### src/rtl/bus_mailbox_device.sv
// Device-side mailbox: word FIFO behind DATA/STATUS/CTRL regs, 1-cycle response.
// Optional BUS_MAILBOX_IRQ_EN adds irq_o and the CTRL irq_en bit.
module bus_mailbox_device #(
    parameter int unsigned DataWidth    = 32,
    parameter int unsigned AddressWidth = 32,
    parameter int unsigned Depth        = 8
) (
    input  logic                      clk_i,
    input  logic                      rst_ni,
    input  logic                      device_req_i,
    input  logic [AddressWidth-1:0]   device_addr_i,
    input  logic                      device_we_i,
    input  logic [DataWidth/8-1:0]    device_be_i,
    input  logic [DataWidth-1:0]      device_wdata_i,
    output logic                      device_rvalid_o,
    output logic [DataWidth-1:0]      device_rdata_o,
    output logic                      device_err_o
`ifdef BUS_MAILBOX_IRQ_EN
    ,
    output logic                      irq_o
`endif
);

    localparam int unsigned PtrW = $clog2(Depth);
    localparam int unsigned LvlW = PtrW + 1;

    logic [DataWidth-1:0] mem_q [Depth];
    logic [PtrW-1:0]      wptr_q, wptr_d;
    logic [PtrW-1:0]      rptr_q, rptr_d;
    logic [LvlW-1:0]      level_q, level_d;
    logic                 irq_en_q, irq_en_d;
    logic                 rvalid_q;
    logic [DataWidth-1:0] rdata_q, rdata_d;
    logic                 err_q, err_d;
    logic                 push;
    logic                 full, empty;

    logic unused_addr;
    assign unused_addr = ^{device_addr_i[AddressWidth-1:4], device_addr_i[1:0]};

    assign full  = (level_q == LvlW'(Depth));
    assign empty = (level_q == '0);

    always_comb begin
        wptr_d   = wptr_q;
        rptr_d   = rptr_q;
        level_d  = level_q;
        irq_en_d = irq_en_q;
        push     = 1'b0;
        rdata_d  = '0;
        err_d    = 1'b0;
        if (device_req_i) begin
            unique case (device_addr_i[3:2])
                2'd0: begin
                    if (device_we_i) begin
                        if (!(&device_be_i) || full) begin
                            err_d = 1'b1;
                        end else begin
                            push    = 1'b1;
                            wptr_d  = wptr_q + PtrW'(1);
                            level_d = level_q + LvlW'(1);
                        end
                    end else if (empty) begin
                        err_d = 1'b1;
                    end else begin
                        rdata_d = mem_q[rptr_q];
                        rptr_d  = rptr_q + PtrW'(1);
                        level_d = level_q - LvlW'(1);
                    end
                end
                2'd1: begin
                    if (device_we_i) begin
                        err_d = 1'b1;
                    end else begin
                        rdata_d[8 +: LvlW] = level_q;
                        rdata_d[1]         = full;
                        rdata_d[0]         = empty;
                    end
                end
                2'd2: begin
                    if (device_we_i) begin
                        if (device_be_i[0]) begin
                            if (device_wdata_i[0]) begin
                                wptr_d  = '0;
                                rptr_d  = '0;
                                level_d = '0;
                            end
`ifdef BUS_MAILBOX_IRQ_EN
                            irq_en_d = device_wdata_i[1];
`endif
                        end
                    end else begin
                        rdata_d[1] = irq_en_q;
                    end
                end
                default: err_d = 1'b1;
            endcase
        end
    end

    // Storage is deliberately left out of reset.
    always_ff @(posedge clk_i) begin
        if (push) begin
            mem_q[wptr_q] <= device_wdata_i;
        end
    end

    always_ff @(posedge clk_i or negedge rst_ni) begin
        if (!rst_ni) begin
            wptr_q   <= '0;
            rptr_q   <= '0;
            level_q  <= '0;
            irq_en_q <= 1'b0;
            rvalid_q <= 1'b0;
            rdata_q  <= '0;
            err_q    <= 1'b0;
        end else begin
            wptr_q   <= wptr_d;
            rptr_q   <= rptr_d;
            level_q  <= level_d;
            irq_en_q <= irq_en_d;
            rvalid_q <= device_req_i;
            rdata_q  <= rdata_d;
            err_q    <= err_d;
        end
    end

    assign device_rvalid_o = rvalid_q;
    assign device_rdata_o  = rdata_q;
    assign device_err_o    = err_q;

`ifdef BUS_MAILBOX_IRQ_EN
    logic irq_q;

    always_ff @(posedge clk_i or negedge rst_ni) begin
        if (!rst_ni) begin
            irq_q <= 1'b0;
        end else begin
            irq_q <= irq_en_d & (level_d != '0);
        end
    end

    assign irq_o = irq_q;
`endif

endmodule

### config.mk
export PLATFORM = sky130hd
export DESIGN_NAME = bus_mailbox_device
export DESIGN_NICKNAME = d
export VERILOG_FILES = /design/src/rtl/bus_mailbox_device.sv
export SDC_FILE = /design/constraint.sdc
export NUM_CORES = 1
export LEC_CHECK = 0
export BUFFER_PORTS_ARGS = -buffer_cell sky130_fd_sc_hd__buf_2
export CORE_UTILIZATION = 50
export DETAILED_ROUTE_END_ITERATION = 8
export GPL_TIMING_DRIVEN = 0
export PLACE_DENSITY = 0.69
export SLEW_MARGIN = 20
export SYNTH_ARGS = -nofsm -noshare
export SYNTH_HDL_FRONTEND = slang
export SYNTH_SLANG_ARGS = --single-unit
### constraint.sdc
create_clock -name clk_i -period 8 [get_ports clk_i]
set_clock_uncertainty 0.05 [all_clocks]
set_input_delay 0.8 -clock clk_i [delete_from_list [all_inputs] [get_ports clk_i]]
set_output_delay 0.8 -clock clk_i [all_outputs]
set_load 0.01 [all_outputs]
# == Word level (Yosys, flattened, before mapping) ==
# Memory sizes are Yosys's and may differ from the RTL's.
# Cells that the tools add are included.
# classes
add_sub_neg,4
reduce_logical,9
n_mux,38
n_eq_ne,12
# op_table
operator,n
$mux W32,3
$mux W4,7
$mux W3,7
$reduce_and A7 Y1,3
$mux W20,1
$pmux W4 S2,2
$ne A2 B2 Y1 const B,7
$pmux W3 S2,2
$mux W1,11
$add A3 B1 Y3 const B,2
$mux W6,1
$ne A3 B3 Y1 const B,2
$add A4 B1 Y4 const B,1
$eq A4 B4 Y1 const B,1
$logic_not A4 Y1,1
$pmux W1 S2,2
$reduce_and A4 Y1,1
$sub A4 B1 Y4 const B,1
$pmux W1 S3,1
$eq A2 B1 Y1 const B,1
$eq A2 B2 Y1 const B,1
$logic_not A2 Y1,1
$mux W2,1
$reduce_bool A2 Y1,1
2 further kinds,2
# word_totals
mem_count,1
out_inout_bits,34
word_cells,70
ff_bits,44
input_bits,72
ramBits,256
# memory_table
name,words,word_bits,read_ports,rd_ports_with_merged_regs,write_ports,line_no,rtl
mem_q,8,32,1,0,1,27,logic [DataWidth-1:0] mem_q [Depth];

# == Depth between registers and ports, before layout ==
# Gate-level depths: netlist of run 1.
# depth
depth_word,9
depth_mapped,6
mapped_depth_nobuf,6

# == Worst setup path after synthesis of run 1 ==
# Ideal clock, no wire load.
# synth_path
path_type,in2reg
start,input device_addr_i[3]
end,"memory mem_q[0][0], enable pin"
path_buffers,0
arrival_time_ns,3.587
setup_time_ns,0.461
path_slack_ns,3.902
required_ns,7.489
cell_stages,3
cell_sequence,nor3b_1 -> nand4b_1 -> nor3_1
# synth_via
elab_chain_len,5
# synth_rtl
item,line_no,rtl
from (decl),11,"input logic [AddressWidth-1:0] device_addr_i,"
$logic_not A2 Y1,53,unique case (device_addr_i[3:2])
$mux W1,53,
$mux W1,52,if (device_req_i) begin
$mux W1,103,if (push) begin
$mux W1 (implied by the code),104,mem_q[wptr_q] <= device_wdata_i;
to (decl),27,
# Every way passes these cells.

# == Worst setup path in the final report of run 1 ==
# layout_path
start,input device_addr_i[3]
end,"memory mem_q[1][17], enable pin"
# The elaborated chain is that of the path after synthesis.

==> flow_metrics.env, run 1 <==
export IMPL_status="finished with violations"
export IMPL_violations="design-rule violations"
export IMPL_worstPathMaxFanout=8
export IMPL_dr_total_vias=5701
export IMPL_clock_path_buffers=3
export IMPL_clkTransAtPathRegs_ns=0.06
export IMPL_drt_met1_wl_mm=9.81
export IMPL_htreeDepth=1
export IMPL_grt_overflow_total=0
export IMPL_grt_pass1_wl_mm=35.7
export IMPL_hold_buffers=0
export IMPL_drtAntennaViolNets=0
export IMPL_netlist_area_mm2=0.0114
export IMPL_switching_power_w=0.000952
export IMPL_required_ns=8.19
export IMPL_slowest_stage="nor3_2"
export IMPL_final_hold_viol_count=0
export IMPL_finalCriticalPeriod_ns=2.96
export IMPL_cts_tree="done"
export IMPL_rows=54
export IMPL_ctsResizeCount=0
export IMPL_die_h_um=153
export IMPL_grt_usage=0.206
export IMPL_ys_seq_area_frac=0.773
export IMPL_path_cells="buf_2 -> nor3b_1 -> nand4_1 -> nor3_2 -> buf_4 -> buf_4"
export IMPL_grt_antenna_before_repair=1
export IMPL_fin_tns_setup_ns=0
export IMPL_drv_slew=0
export IMPL_worstSetupStartpointType="primary input"
export IMPL_route_met2_wl_mm=11.7
export IMPL_critical_path_top_delay_family="simple AND/OR/NAND/NOR gates"
export IMPL_tightest_slew_ns=0.798
export IMPL_holdCritPathClass="in2async"
export IMPL_ys_types=38
export IMPL_setup_viol=0
export IMPL_worst_path_buf_inv=3
export IMPL_maxCapViolCount=0
export IMPL_pre_cts_ws_ns=4.56
export IMPL_maxSlewHeadroom=0.465
export IMPL_drive_gt1_frac=0.309
export IMPL_core_area_mm2=0.0220
export IMPL_grt_pass1_vias=6079
export IMPL_p_int_w=0.00290
export IMPL_end_kind="register"
export IMPL_cts_buffers=31
export IMPL_power_density_mw_per_mm2=289
export IMPL_power_frac_comb=0.184
export IMPL_critPathMostFrequentCell="buf_4"
export IMPL_ir_drop_v=0.000196
export IMPL_cts_sinks=300
export IMPL_finalCritPeriodShare=0.370
export IMPL_ios=106
export IMPL_top_layer_used="met4"
export IMPL_cts_root_buf="clkbuf_16"
export IMPL_total_leakage_power_nw=4.66
export IMPL_syn_nets=645
export IMPL_postCtsSetupBuffers=0
export IMPL_syn_area_per_cell_um2=20.1
export IMPL_synth_warnings=0
export IMPL_initialDrtViolationCount=441
export IMPL_die_area_mm2=0.0233
export IMPL_path_class="in2reg"
export IMPL_io_buffers=75
export IMPL_p_seq_frac=0.456
export IMPL_drc=8
export IMPL_drtPass1Iterations=6
export IMPL_dp_hpwl_mm=14.5
export IMPL_nNetsFinal=767
export IMPL_grt_setup_unrepaired="no"
export IMPL_whs_ns=0.265
export IMPL_ys_ff_latch=300
export IMPL_fmax_ghz=0.338
export IMPL_fin_util=0.607
export IMPL_start_util=0.516
export IMPL_clock_latency_ns=0.54
export IMPL_grt_max_degree=45
export IMPL_pwr_share_clk=0.360
export IMPL_wl_per_cell_um=23.2
export IMPL_area_delta_synth_final_pct=17.5
export IMPL_postSynthCellCount=567
export IMPL_slowest_delay_ns=0.74
export IMPL_finalNonFillerCells=994
export IMPL_dp_cells=936
export IMPL_wl_met3_mm=1.32
export IMPL_cp_arrival_ns=3.15
export IMPL_swShare=0.247
export IMPL_die_x_um=153
export IMPL_place_congestion=0.895
export IMPL_fin_ws_ns=5.04
export IMPL_viasPerCell=5.74
export IMPL_wl_mm=23.1
[flip-flops by register name, summed over array words and instances (netlist names)]
name,cells
level_q,4
rptr_q,3
device_rdata_o,32
device_err_o,1
device_rvalid_o,1
wptr_q,3
mem_q,256
[kinds of logic (layout without fill, tap and decap cells)]
group / after synthesis / count (layout) / share of synthesized area
compound gates: 51 / 51 / 0.0263
other cells: 0 / 1 / 0
buf+inv: 30 / 176 / 0.0118
simple gates: 102 / 102 / 0.0423
flops: 300 / 300 / 0.773
fa+ha+maj: 6 / 6 / 0.00726
mux: 77 / 77 / 0.139
xor+xnor: 1 / 1 / 0.000770
[synth_stat cells]
cell	count	share of area
edfxtp_1	256	0.68
mux4_2	64	0.13
nand2_1	64	0.021
dfrtp_1	44	0.097
a21oi_1	29	0.013
nor2_1	12	0.0040
mux2i_1	9	0.0079
o21ai_1	9	0.0040
buf_1	8	0.0026
clkbuf_1	8	0.0026
buf_2	5	0.0022
ha_1	5	0.0055
buf_4	4	0.0026
inv_1	4	0.0013
mux2_1	4	0.0040
nand3_1	4	0.0018
nor3_1	4	0.0018
o22ai_1	4	0.0022
a21o_1	3	0.0020
nand2b_1	3	0.0017
nand4_1	3	0.0017
nor3b_1	3	0.0020
nor2b_1	2	0.0011
o21ai_0	2	0.00088
a21boi_1	1	0.00066
a22oi_1	1	0.00066
and3b_1	1	0.00077
clkinv_1	1	0.00033
fa_1	1	0.0018
nand3b_1	1	0.00066
nand4b_1	1	0.00077
nor2_2	1	0.00055
nor4_4	1	0.0019
nor4b_4	1	0.0021
o31a_1	1	0.00077
o41ai_4	1	0.0024
or2_1	1	0.00055
xnor2_1	1	0.00077
[layer usage]
metal / global-route usage / up-vias
met4: 0.0414 / 0
met2: 0.349 / 167
met1: 0.281 / 3001
met5: 0 / -
li1: - / 2509
met3: 0.0375 / 24
[power by group through the flow]
stage,sequential (W),clock (W),combinational [W]
after floorplan,0.00179,0,0.000534
after global placement,0.00179,0,0.000698
after detailed placement,0.00179,0,0.000718
after CTS,0.00176,0.00141,0.000723
after global routing,0.00176,0.00148,0.000775
final,0.00176,0.00139,0.000709
[final timing paths]
check,cells past startpoint,slack (ns),from,endpoint
max in group asynchronous,1,7.17,rst_ni,rptr_q[2]
hold / removal,1,0.27,rst_ni,device_rdata_o[8]
setup / recovery,6,5.04,device_addr_i[3],mem_q[1][17]
hold reg to reg,2,0.57,wptr_q[0],wptr_q[0]
setup reg to reg,6,5.12,level_q[0],mem_q[1][17]
min in group clk_i,1,0.40,device_req_i,device_rvalid_o
[cell usage in the layout, fill, tap and decap left out, drive strengths merged, types with 9 or more instances in the layout]
cell / netlist / final
edfxtp: 256 / 256
clkbuf: 8 / 58
mux4: 64 / 64
o21ai: 11 / 11
dfrtp: 44 / 44
mux2i: 9 / 9
buf: 17 / 106
a21oi: 29 / 29
nand2: 64 / 64
nor2: 13 / 13
[final cells by class]
| class | instances | area, µm² |
|---|---|---|
| fill | 1581 | 8670 |
| tap | 280 | 350 |
| antenna | 1 | 2.50 |
| multi-input combinational | 237 | 2500 |
| sequential | 300 | 8790 |
| clock buffer | 50 | 937 |
| buffer | 25 | 115 |
| timing repair buffer | 89 | 581 |
| inverter | 5 | 18.8 |
| clock inverter | 7 | 63.8 |
[through the flow]
step	area, µm²	power (W)
global route	13400	0.00401
global placement	12100	0.00249
floorplan	11400	0.00232
finish	13400	0.00386
detailed placement	12400	0.00251
CTS	13400	0.00389
Note: power is estimated with default switching activity, not from simulation.
==> run 2, diff against run 1 <==
Clock period 8 ns to 3 ns, I/O delays scaled along.
==> run 2 against run 1 <==
The flow still finishes with violations (design-rule violations). Sequential share of layout area shrank 1.8 points. Critical path depth is the same. Routed wire length grew 0.97%. Setup slack worse by 4.8 ns. First-iteration DRC count grew 24%. Clock-buffer cell count fell by 8. Die area stayed put. Final cell count is 3.0% higher.
==> flow_metrics.env, run 2 (synthesized netlist as in run 1, its figures left out) <==
export IMPL_grt_usage=0.207
export IMPL_largest_register_ffs=256
export IMPL_cts_tree="done"
export IMPL_drive_gt1_frac=0.293
export IMPL_cts_sinks=300
export IMPL_fin_ws_ns=0.207
export IMPL_final_hold_viol_count=0
export IMPL_grt_antenna_before_repair=0
export IMPL_drtPass1Iterations=8
export IMPL_dp_hpwl_mm=14.1
export IMPL_ctsResizeCount=0
export IMPL_holdCritPathClass="in2reg"
export IMPL_die_h_um=153
export IMPL_place_congestion=0.802
export IMPL_clock_latency_ns=0.56
export IMPL_hold_start="device_addr_i[2]"
export IMPL_worstSetupStartpointType="primary input"
export IMPL_grt_setup_unrepaired="no"
export IMPL_maxSlewHeadroom=0.419
export IMPL_drv_slew=0
export IMPL_fin_tns_setup_ns=0
export IMPL_total_power_w=0.0101
export IMPL_start_util=0.516
export IMPL_antennaDiodeCount=0
export IMPL_dr_total_vias=5827
export IMPL_grt_max_degree=45
export IMPL_viasPerCell=5.69
export IMPL_worstReg2RegEnd="mem_q[1][6]"
export IMPL_maxCapViolCount=0
export IMPL_cp_arrival_ns=3.00
export IMPL_pre_cts_ws_ns=0.0806
export IMPL_drc=5
export IMPL_min_to="device_err_o"
export IMPL_die_x_um=153
export IMPL_final_common_cell="edfxtp_1"
export IMPL_fmax_ghz=0.358
export IMPL_die_area_mm2=0.0233
export IMPL_setup_viol=0
export IMPL_top_register="mem_q"
export IMPL_violations="design-rule violations"
export IMPL_power_density_mw_per_mm2=738
export IMPL_grt_pass1_vias=6137
export IMPL_nNetsFinal=799
export IMPL_required_ns=3.21
export IMPL_finalCriticalPeriod_ns=2.79
export IMPL_drtAntennaViolNets=0
export IMPL_ir_drop_v=0.000497
export IMPL_clkTransAtPathRegs_ns=0.06
export IMPL_hold_depth=3
export IMPL_total_leakage_power_nw=4.82
export IMPL_end_kind="register"
export IMPL_finalCritPeriodShare=0.931
export IMPL_grt_pass1_wl_mm=36.1
export IMPL_cts_buffers=30
export IMPL_fin_util=0.623
export IMPL_wl_per_cell_um=22.7
export IMPL_tightest_slew_ns=0.868
export IMPL_path_class="in2reg"
export IMPL_clock_path_buffers=3
export IMPL_wl_mm=23.3
export IMPL_htreeDepth=1
export IMPL_io_buffers=75
export IMPL_area_delta_synth_final_pct=20.7
export IMPL_final_cell_mix="edfxtp_1, buf_2, nand2_1, mux4_2, dfrtp_1"
export IMPL_core_area_mm2=0.0220
export IMPL_initialDrtViolationCount=548
export IMPL_rows=54
export IMPL_worstRegToRegCells=5
export IMPL_ios=106
export IMPL_whs_ns=0.0549
export IMPL_grt_overflow_total=0
export IMPL_worstPathMaxFanout=12
export IMPL_rrSetupSlack_ns=0.23
export IMPL_cts_root_buf="clkbuf_16"
export IMPL_final_fill_count=1541
export IMPL_worstReg2RegStart="level_q[0]"
export IMPL_status="finished with violations"
run 2: cell count changes in the layout (fill, tap and decap cells not counted), moves of 3 or more:
cell and delta:
buf_16 +3, buf_4 -6, buf_8 +3, clkbuf_8 -6, clkinv_2 +4, dlygate4sd3_1 +33
run 2: cell type report:
cell class | instances | area (µm²) | area share
buffer | 25 | 115 | 0.00838
multi-input combinational | 237 | 2510 | 0.183
sequential | 300 | 8790 | 0.640
clock buffer | 42 | 826 | 0.0602
tap | 280 | 350 | 0.0255
timing repair buffer | 122 | 1010 | 0.0736
inverter | 5 | 18.8 | 0.00137
clock inverter | 13 | 104 | 0.00756
run 2: per-layer routing:
| metal | GRT usage | part of all wire |
|---|---|---|
| met1 | 0.293 | 0.43 |
| met3 | 0.0361 | 0.065 |
| met5 | 0 | 0 |
| met2 | 0.332 | 0.48 |
| met4 | 0.0649 | 0.027 |
run 2: what timing repair did:
action                                 CTS  global route
hold buffers                            33             0
setup endpoints to repair                0             3
endpoints found under the hold margin  294             0
buffers inserted                         0             2
run 2: power breakdown:
part | leakage (nW) | switching [W] | internal [W]
Sequential | 2.88 | 0.0000968 | 0.00460
Combinational | 1.49 | 0.000950 | 0.000976
Clock | 0.454 | 0.00151 | 0.00200
run 2: worst max-delay path, stage by stage:
cell,delay (ns)
dlygate4sd3_1,0.52
buf_2,0.14
nor3b_1,0.43
nand4_1,0.50
nor3_4,0.83
buf_8,0.26
run 2: worst max-delay path by stage:
stage	start	end	slack, ns	depth (start not counted)
global route	device_req_i	mem_q[1][25]	0.06	6
floorplan	level_q[0]	mem_q[2][0]	0.18	4
detailed placement	device_addr_i[3]	mem_q[0][22]	0.08	5
CTS	device_req_i	mem_q[0][25]	0.14	6
global placement	device_addr_i[2]	mem_q[2][22]	-1.51	4
finish	device_req_i	mem_q[1][6]	0.21	6
run 2: metrics by stage:
step	cell area [µm²]	std cells
final	13700	1024
after global routing	13700	1024
after CTS	13700	1022
after detailed placement	12400	934
after global placement	12100	922
after floorplan	11400	567
==> run 3, diff against run 2 <==
Clock period 3 ns to 2.7 ns, I/O delays scaled along.
==> run 3 against run 2 <==
The run still ends with design-rule violations left. Total power grew 11%. Routed wire length grew 0.77%. Worst hold slack lost 0.027 ns. Global-route usage grew 0.23 points. Non-clock buffer count grew 6. Critical endpoint is now mem_q[6][25]. Largest power group unchanged.
==> flow_metrics.env, run 3 (synthesized netlist as in run 1, its figures left out) <==
export IMPL_required_ns=2.90
export IMPL_violations="design-rule violations"
export IMPL_drtPass1Iterations=9
export IMPL_clock_latency_ns=0.56
export IMPL_grt_pass1_wl_mm=36.4
export IMPL_die_area_mm2=0.0233
export IMPL_clkTransAtPathRegs_ns=0.06
export IMPL_critical_path_top_delay_family="simple AND/OR/NAND/NOR gates"
export IMPL_grt_overflow_total=0
export IMPL_final_cell_mix="edfxtp_1, buf_2, nand2_1, mux4_2, dfrtp_1"
export IMPL_grt_usage=0.209
export IMPL_cp_startpoint="level_q[0]"
export IMPL_clock_path_buffers=3
export IMPL_slowest_delay_ns=0.64
export IMPL_finalCriticalPeriod_ns=2.59
export IMPL_pwr_share_clk=0.347
export IMPL_final_common_cell="edfxtp_1"
export IMPL_die_h_um=153
export IMPL_path_class="reg2reg"
export IMPL_nNetsFinal=805
export IMPL_cts_root_buf="clkbuf_16"
export IMPL_p_seq_frac=0.463
export IMPL_drc=5
export IMPL_final_fill_count=1541
export IMPL_place_congestion=0.802
export IMPL_worstSetupStartpointType="register"
export IMPL_rows=54
export IMPL_fmax_ghz=0.385
export IMPL_swShare=0.253
export IMPL_wl_per_cell_um=22.8
export IMPL_grt_setup_unrepaired="no"
export IMPL_worstRegToRegCells=5
export IMPL_setup_viol=0
export IMPL_ios=106
export IMPL_final_hold_viol_count=0
export IMPL_maxSlewHeadroom=0.461
export IMPL_p_int_w=0.00842
export IMPL_finalCritPeriodShare=0.961
export IMPL_cts_buffers=30
export IMPL_slowest_stage="nor2_4"
export IMPL_antennaDiodeCount=0
export IMPL_cts_sinks=300
export IMPL_start_util=0.516
export IMPL_dp_hpwl_mm=14.1
export IMPL_drtAntennaViolNets=0
export IMPL_total_power_w=0.0113
export IMPL_finalNonFillerCells=1030
export IMPL_drv_slew=0
export IMPL_end_kind="register"
export IMPL_die_x_um=153
export IMPL_drive_gt1_frac=0.299
export IMPL_path_cells="nor4b_4 -> nor2_1 -> nand4b_1 -> nor2_4 -> buf_12"
export IMPL_grt_max_degree=45
export IMPL_power_density_mw_per_mm2=817
export IMPL_dp_cells=934
export IMPL_grt_antenna_before_repair=0
export IMPL_htreeDepth=1
export IMPL_worstReg2RegStart="level_q[0]"
export IMPL_switching_power_w=0.00285
export IMPL_worstReg2RegEnd="mem_q[6][25]"
export IMPL_worst_path_buf_inv=1
export IMPL_dr_total_vias=5926
export IMPL_io_buffers=75
export IMPL_crit_end="mem_q[6][25]"
export IMPL_worstPathMaxFanout=20
export IMPL_holdCritPathClass="in2reg"
export IMPL_cp_arrival_ns=2.79
export IMPL_grt_pass1_vias=6188
export IMPL_viasPerCell=5.75
export IMPL_crit_cells=5
export IMPL_rrSetupSlack_ns=0.11
export IMPL_tightest_slew_ns=0.808
export IMPL_wl_mm=23.5
export IMPL_power_frac_comb=0.191
export IMPL_initialDrtViolationCount=578
export IMPL_cts_tree="done"
export IMPL_top_register="mem_q"
export IMPL_status="finished with violations"
export IMPL_total_leakage_power_nw=4.86
export IMPL_maxCapViolCount=0
export IMPL_largest_register_ffs=256
export IMPL_ir_drop_v=0.000550
export IMPL_core_area_mm2=0.0220
export IMPL_area_delta_synth_final_pct=21.2
-- run 3: cell count changes in the layout (fill, tap and decap cells not counted), sizes merged --
cell / change
buf: +6
-- run 3: power groups by stage --
stage / logic [W] / registers, W / clock network [W]
2_1_floorplan: 0.00158 / 0.00530 / 0
3_3_place_gp: 0.00208 / 0.00530 / 0
6_report: 0.00215 / 0.00521 / 0.00390
3_5_place_dp: 0.00214 / 0.00531 / 0
4_1_cts: 0.00219 / 0.00521 / 0.00396
5_1_grt: 0.00234 / 0.00522 / 0.00414
-- run 3: worst min-delay path by stage --
stage / start / endpoint / depth (start not counted)
4_1_cts: device_addr_i[2] / device_err_o / 3
6_report: device_wdata_i[0] / mem_q[2][0] / 1
2_1_floorplan: rst_ni / device_err_o / 0
3_3_place_gp: device_req_i / device_rvalid_o / 1
3_5_place_dp: rst_ni / device_rdata_o[31] / 1
5_1_grt: device_addr_i[2] / device_err_o / 3
-- run 3: routing by layer --
| metal | GRT usage | share of wire | up-vias |
|---|---|---|---|
| li1 | - | - | 2587 |
| met1 | 0.295 | 0.43 | 3082 |
| met2 | 0.337 | 0.48 | 196 |
| met3 | 0.0378 | 0.060 | 61 |
| met4 | 0.0625 | 0.030 | 0 |
| met5 | 0 | 0 | - |
-- run 3: layout make-up --
cell class | count | area, µm² | area share
Sequential cell | 300 | 8790 | 0.638
Multi-Input combinational cell | 237 | 2510 | 0.182
Timing Repair Buffer | 128 | 1070 | 0.0775
Clock buffer | 42 | 826 | 0.0599
Tap cell | 280 | 350 | 0.0254
Buffer | 25 | 115 | 0.00835
Clock inverter | 13 | 104 | 0.00753
Inverter | 5 | 18.8 | 0.00136
-- run 3: stage by stage --
stage | util | instance area (µm²) | setup slack (ns) | hold slack (ns) | TNS, ns
floorplan | - | 11400 | -0.121 | -0.0756 | -22.56
global placement | 0.550 | 12100 | -1.78 | 0.388 | -423.43
detailed placement | 0.564 | 12400 | -0.189 | 0.308 | -6.56
CTS | 0.625 | 13800 | 0.00145 | 0.00897 | 0
global route | 0.626 | 13800 | 0.0156 | 0.0299 | 0
finish | 0.626 | 13800 | 0.105 | 0.0280 | 0
-- run 3: worst reg2reg max path, cell delays in order (launching register included) --
cell and delay (ns):
dfrtp_1 0.57, nor4b_4 0.13, nor2_1 0.17, nand4b_1 0.46, nor2_4 0.64, buf_12 0.26
-- run 3: repair_timing --
item                                   4_1_cts  5_1_grt
setup endpoints to repair                   46       13
resized for setup                            0        0
buffers inserted                             6        2
endpoints found under the hold margin      294        0
hold buffers                                33        0
pin swaps                                    2        1
